==> config.mk <==
export PLATFORM = sky130hd
export DESIGN_NAME = fp_from_int
export DESIGN_NICKNAME = d
export VERILOG_FILES = /design/src/rtl/fp_from_int.sv
export SDC_FILE = /design/constraint.sdc
export NUM_CORES = 1
export LEC_CHECK = 0
export ABC_AREA = 1
export BUFFER_PORTS_ARGS = -buffer_cell sky130_fd_sc_hd__buf_2
export CAP_MARGIN = 10
export CORE_MARGIN = 3
export CORE_UTILIZATION = 48
export CTS_CLUSTER_DIAMETER = 80
export DETAILED_ROUTE_END_ITERATION = 7
export PLACE_DENSITY = 0.75
export SYNTH_ARGS = -nofsm -noshare
export SYNTH_HDL_FRONTEND = slang
export SYNTH_SLANG_ARGS = --single-unit
==> constraint.sdc <==
create_clock -name clk -period 2.2 [get_ports clk]
set_clock_uncertainty 0.1 [all_clocks]
set_input_delay 0.66 -clock clk [delete_from_list [all_inputs] [get_ports clk]]
set_output_delay 0.66 -clock clk [all_outputs]
set_load 0.02 [all_outputs]
==> src/rtl/fp_from_int.sv <==
// fp_from_int: converts a signed 32-bit integer into an IEEE-754 single-precision
// value. The magnitude is normalized one bit per cycle, then rounded to
// nearest-even in a single cycle. Zero takes a short path that never
// produces a negative zero.
module fp_from_int (
   input  logic        clk,
   input  logic        restart_n,
   input  logic        start,
   input  logic [31:0] N,
   output logic [31:0] result,
   output logic        done,
   output logic        busy
);

   typedef enum logic [1:0] {
      IDLE  = 2'd0,
      NORM  = 2'd1,
      ROUND = 2'd2,
      ZERO  = 2'd3
   } state_t;

   state_t      state_r;
   logic        sign_r;
   logic [31:0] mag_r;
   logic [7:0]  exp_r;
   logic [31:0] result_r;
   logic        done_r;
   logic        busy_r;

   logic [31:0] abs_s;
   logic [22:0] mant_s;
   logic        guard_s;
   logic        sticky_s;
   logic        round_up_s;
   logic [23:0] mant_sum_s;
   logic [22:0] mant_rnd_s;
   logic [7:0]  exp_rnd_s;

   // Magnitude of the operand; -2^31 wraps to 0x80000000, which is exactly |N|.
   always_comb begin
      abs_s = N;
      if (N[31]) begin
         abs_s = (~N) + 32'd1;
      end else begin
         abs_s = N;
      end
   end

   // Round-to-nearest-even on the normalized magnitude, including mantissa overflow.
   always_comb begin
      mant_s     = mag_r[30:8];
      guard_s    = mag_r[7];
      sticky_s   = |mag_r[6:0];
      round_up_s = guard_s & (sticky_s | mant_s[0]);
      mant_sum_s = {1'b0, mant_s} + {23'd0, round_up_s};
      mant_rnd_s = mant_sum_s[22:0];
      exp_rnd_s  = exp_r;
      if (mant_sum_s[23]) begin
         mant_rnd_s = 23'd0;
         exp_rnd_s  = exp_r + 8'd1;
      end else begin
         mant_rnd_s = mant_sum_s[22:0];
         exp_rnd_s  = exp_r;
      end
   end

   // Conversion FSM with registered result, done pulse and busy flag.
   always_ff @(posedge clk or negedge restart_n) begin
      if (!restart_n) begin
         state_r  <= IDLE;
         sign_r   <= 1'b0;
         mag_r    <= 32'd0;
         exp_r    <= 8'd0;
         result_r <= 32'd0;
         done_r   <= 1'b0;
         busy_r   <= 1'b0;
      end else begin
         case (state_r)
            IDLE: begin
               done_r <= 1'b0;
               if (start) begin
                  sign_r <= N[31];
                  mag_r  <= abs_s;
                  exp_r  <= 8'd158;
                  busy_r <= 1'b1;
                  if (N == 32'd0) begin
                     state_r <= ZERO;
                  end else begin
                     state_r <= NORM;
                  end
               end else begin
                  busy_r  <= 1'b0;
                  state_r <= IDLE;
               end
            end
            NORM: begin
               done_r <= 1'b0;
               busy_r <= 1'b1;
               if (mag_r[31]) begin
                  state_r <= ROUND;
               end else begin
                  mag_r <= {mag_r[30:0], 1'b0};
                  exp_r <= exp_r - 8'd1;
               end
            end
            ROUND: begin
               result_r <= {sign_r, exp_rnd_s, mant_rnd_s};
               done_r   <= 1'b1;
               busy_r   <= 1'b0;
               state_r  <= IDLE;
            end
            ZERO: begin
               result_r <= 32'd0;
               done_r   <= 1'b1;
               busy_r   <= 1'b0;
               state_r  <= IDLE;
            end
            default: begin
               done_r  <= 1'b0;
               busy_r  <= 1'b0;
               state_r <= IDLE;
            end
         endcase
      end
   end

   assign result = result_r;
   assign done   = done_r;
   assign busy   = busy_r;

endmodule

==> results.py <==
metrics = {
    "clock_tree": {
        "tritoncts": "done",
        "cts.path.max_buffers": 2,
        "h_tree_depth": 3,
        "insertion_delay_ps": 360,
        "cts-root-buf": "sky130_fd_sc_hd__clkbuf_8",
        "hold_fix_buffer_count_after_cts": 0,
        "total_cts_buffers": 9,
        "cts_resized": 0,
        "tritoncts_num_sinks": 77,
        "post-cts-setup-buffer-count": 0,
        "cts.reportedPaths.clkPinSlew_ps": 80,
    },
    "worst_setup_path": {
        "cp_data_arrival_time_ps": 2110,
        "worstSetupEndpointType": "flop",
        "critical_path_required_ps": 2340,
        "kind_of_launch_point_of_the_worst_setup_path": "flop",
        "worstRegToRegCells": 11,
        "criticalPathCategory": "reg2reg",
        "critPathMaxFanout": 4,
    },
    "synthesis": {
        "yosys_warnings": 0,
        "ys_seq_elements": 77,
        "postSynthNetCount": 750,
        "synthesis.area_sq_um": 4910,
        "syn_area_per_cell_sq_um": 6.91,
        "synthesis.instances": 711,
        "post_synth_edffs": 0,
        "synth.distinct_cells": 36,
        "share_of_synthesized_area_occupied_by_flip_flops_and_latches_pct": 39.2,
        "synth-async-reset-ratio_pct": 100,
        "flip_flop_cell_with_the_highest_count_after_synthesis": "sky130_fd_sc_hd__dfrtp_1",
    },
    "global_routing": {
        "grt_max_degree": 51,
        "grt_antenna_before_repair": 0,
        "grt.overflow.total": 0,
        "grt_pass1_vias": 4642,
        "grt_first_pass_wirelength_um": 22900,
        "grt_overall_usage_pct": 25.0,
    },
    "power_and_ir_drop": {
        "clock_power_share_pct": 16.3,
        "part_of_the_total_power_dissipated_in_sequential_elements_pct": 35.0,
        "power.ir.vdd_worst_v": 0.000539,
        "power_switching_mw": 3.37,
        "power.density_nw_per_um2": 1270,
        "power.switching_fraction_pct": 46.3,
        "comb_power_share_pct": 48.7,
        "cell_internal_pwr_mw": 3.91,
        "power_leakage_nw": 2.88,
    },
    "routing": {
        "drt-total-wl_um": 13700,
        "detailroute.via_count": 4914,
        "postRouteAntennaNets": 0,
        "vias_per_cell": 5.32,
        "remaining_drc_errors": 0,
        "drtIter0Drc": 311,
        "firstDrtPassIters": 5,
        "avgRoutedWirePerCell_um": 14.8,
    },
    "finish": {
        "layout.nets": 825,
        "multiInputGateArea_sq_um": 2610,
        "n_fill_cell": 976,
        "final_core_util_pct": 57.9,
        "layout-area-overhead-vs-synth_pct": 16.3,
        "n_antenna_cell": 0,
        "seq_area_sq_um": 1930,
        "drive_gt1_share_pct": 15.4,
    },
    "timing": {
        "final.min_clock_period_ps": 1970,
        "timing.final.max_slew_violations": 0,
        "final.period_utilization_pct": 89.7,
        "max_clock_freq_mhz": 507,
        "setup_viol": 0,
        "unrepaired_setup_endpoints_after_global_routing": "false",
        "final.hold.worst_slack_ps": 103,
        "worst_pin_slew_ps": 479,
        "timing.final.hold_violations": 0,
        "timing.max_slew.rel_slack_pct": 68.0,
        "fin_setup_tns_ps": 0,
    },
    "floorplanning": {
        "die_height_um": 107,
        "design.core.area_sq_um": 9860,
        "initial_core_util_pct": 49.8,
        "die_area_sq_um": 11500,
        "ioPinCount": 69,
        "core.rowCount": 36,
        "die_w_um": 107,
    },
    "run_status": {
        "status": "complete, no violations",
    },
    "placement": {
        "io_buffers": 68,
        "place_congestion": 0.895,
        "dp.final_hpwl_um": 10600,
    },
    "flow_run": {
        "maximum_capacitance_violations": 0,
    },
    "worst_hold_path": {
        "hp-class": "in2async",
    },
}
cell families (layout without fill, tap and decap cells):
kind of cell,Yosys count,after routing,synth area share [%]
and+or+nand+nor,390,390,34.6
adders and majority gates,4,4,1.02
xor gates and xnor gates,21,21,3.74
AOI/OAI and AO/OA,123,123,13.7
DFF,77,77,39.2
buffers and inverters,96,176,7.64
critical path, stage by stage (launching register included):
cell and delay [ps]:
sky130_fd_sc_hd__dfrtp_1 400, sky130_fd_sc_hd__nand2_1 80, sky130_fd_sc_hd__inv_1 60, sky130_fd_sc_hd__ha_1 200, sky130_fd_sc_hd__nand3_1 100, sky130_fd_sc_hd__nor3_1 260, sky130_fd_sc_hd__nand3_1 120, sky130_fd_sc_hd__nor3_1 170
sky130_fd_sc_hd__buf_4 150, sky130_fd_sc_hd__nand4_1 80, sky130_fd_sc_hd__nand2_1 100, sky130_fd_sc_hd__nand2_1 50
layout make-up:
| class | count | area share, % |
|---|---|---|
| flip-flops and latches | 77 | 33.7 |
| clock inverters | 7 | 1.71 |
| well taps | 133 | 2.91 |
| clock buffers | 9 | 2.17 |
| inverters | 72 | 4.73 |
| repair buffers | 88 | 9.07 |
| multi-input cells | 538 | 45.7 |
layer usage:
metal	global-route usage, %	up-vias	wire length [um]
met5	0	-	0
li1	-	2484	-
met1	35.0	2250	6370
met2	40.7	163	6350
met4	8.95	0	256
met3	2.11	17	717
path summary, 6_finish.rpt:
path / start / endpoint / slack [ps]
setup / recovery: mag_r[8]$_DFFE_PN0P_ / result[22]$_DFFE_PN0P_ / 230
hold / removal: restart_n / result[27]$_DFFE_PN0P_ / 100
setup reg to reg: mag_r[8]$_DFFE_PN0P_ / result[22]$_DFFE_PN0P_ / 230
hold reg to reg: state_r[1]$_DFFE_PN0P_ / done$_DFF_PN0_ / 360
max in group asynchronous: restart_n / mag_r[22]$_DFFE_PN0P_ / 1310
min in group clk: state_r[1]$_DFFE_PN0P_ / done$_DFF_PN0_ / 360
stage by stage:
step	setup WS, ps	total power [mW]	cells	cell area, sq um
floorplan	267	4.89	711	4910
global placement	79.9	5.99	908	5490
detailed placement	60.7	6.09	908	5490
CTS	243	7.29	924	5710
global route	31.7	7.90	924	5710
finish	228	7.28	924	5710
state kept, by name, summed over array words and instances (netlist names):
name,flops
exp_r,8
done,1
state_r,2
sign_r,1
busy,1
result,32
mag_r,32
layout by cell type, fill, tap and decap left out, types with 2 or more instances in the layout:
master                       synthesis  routed
sky130_fd_sc_hd__o21bai_1            3       3
sky130_fd_sc_hd__nand2_1           184     184
sky130_fd_sc_hd__nand2_2             2       2
sky130_fd_sc_hd__xor2_1             15      15
sky130_fd_sc_hd__buf_2               3      67
sky130_fd_sc_hd__o211ai_1            3       3
sky130_fd_sc_hd__a22oi_1             9       9
sky130_fd_sc_hd__ha_1                4       4
sky130_fd_sc_hd__clkbuf_8            0       9
sky130_fd_sc_hd__nand2_4             3       3
sky130_fd_sc_hd__nor3_4              2       2
sky130_fd_sc_hd__a21oi_1            50      50
sky130_fd_sc_hd__nor3_1             12      12
sky130_fd_sc_hd__bufinv_16           0       2
sky130_fd_sc_hd__nor4_1              2       2
sky130_fd_sc_hd__buf_12              0       2
sky130_fd_sc_hd__or2_2               2       2
sky130_fd_sc_hd__buf_4               1      19
sky130_fd_sc_hd__inv_2               6       6
sky130_fd_sc_hd__o22ai_1             3       3
sky130_fd_sc_hd__nand4_1            10      10
sky130_fd_sc_hd__dfrtp_1            77      77
sky130_fd_sc_hd__o221ai_1            3       3
sky130_fd_sc_hd__inv_6               0       2
sky130_fd_sc_hd__clkinvlp_4          0       2
sky130_fd_sc_hd__nand3_1            71      71
sky130_fd_sc_hd__inv_1              65      65
sky130_fd_sc_hd__xnor2_1             6       6
sky130_fd_sc_hd__o21ai_0            49      49
sky130_fd_sc_hd__nand3b_1            5       5
sky130_fd_sc_hd__nor2_1             94      94
synthesized netlist by cell type, types with 3 or more instances:
master | count | area [sq um]
sky130_fd_sc_hd__nor2_1 | 94 | 353
sky130_fd_sc_hd__xor2_1 | 15 | 131
sky130_fd_sc_hd__nor3_1 | 12 | 60.1
sky130_fd_sc_hd__a22oi_1 | 9 | 67.6
sky130_fd_sc_hd__nand2_4 | 3 | 33.8
sky130_fd_sc_hd__dfrtp_1 | 77 | 1930
sky130_fd_sc_hd__buf_2 | 3 | 15.0
sky130_fd_sc_hd__nand2_1 | 184 | 691
sky130_fd_sc_hd__o221ai_1 | 3 | 26.3
sky130_fd_sc_hd__o21bai_1 | 3 | 22.5
sky130_fd_sc_hd__inv_1 | 65 | 244
sky130_fd_sc_hd__a21oi_1 | 50 | 250
sky130_fd_sc_hd__o21ai_0 | 49 | 245
sky130_fd_sc_hd__xnor2_1 | 6 | 52.6
sky130_fd_sc_hd__nand3b_1 | 5 | 37.5
sky130_fd_sc_hd__inv_2 | 6 | 22.5
sky130_fd_sc_hd__nand3_1 | 71 | 355
sky130_fd_sc_hd__ha_1 | 4 | 50.1
sky130_fd_sc_hd__o211ai_1 | 3 | 22.5
sky130_fd_sc_hd__o22ai_1 | 3 | 18.8
sky130_fd_sc_hd__clkbuf_1 | 17 | 63.8
sky130_fd_sc_hd__nand4_1 | 10 | 62.6
power groups by stage:
stage | logic [mW] | clock network (mW) | registers, mW
5_1_grt | 3.99 | 1.28 | 2.62
2_1_floorplan | 2.13 | 0 | 2.76
6_report | 3.54 | 1.19 | 2.54
3_5_place_dp | 3.53 | 0 | 2.56
3_3_place_gp | 3.47 | 0 | 2.52
4_1_cts | 3.54 | 1.21 | 2.53
Power figures use the tool's default switching activity.
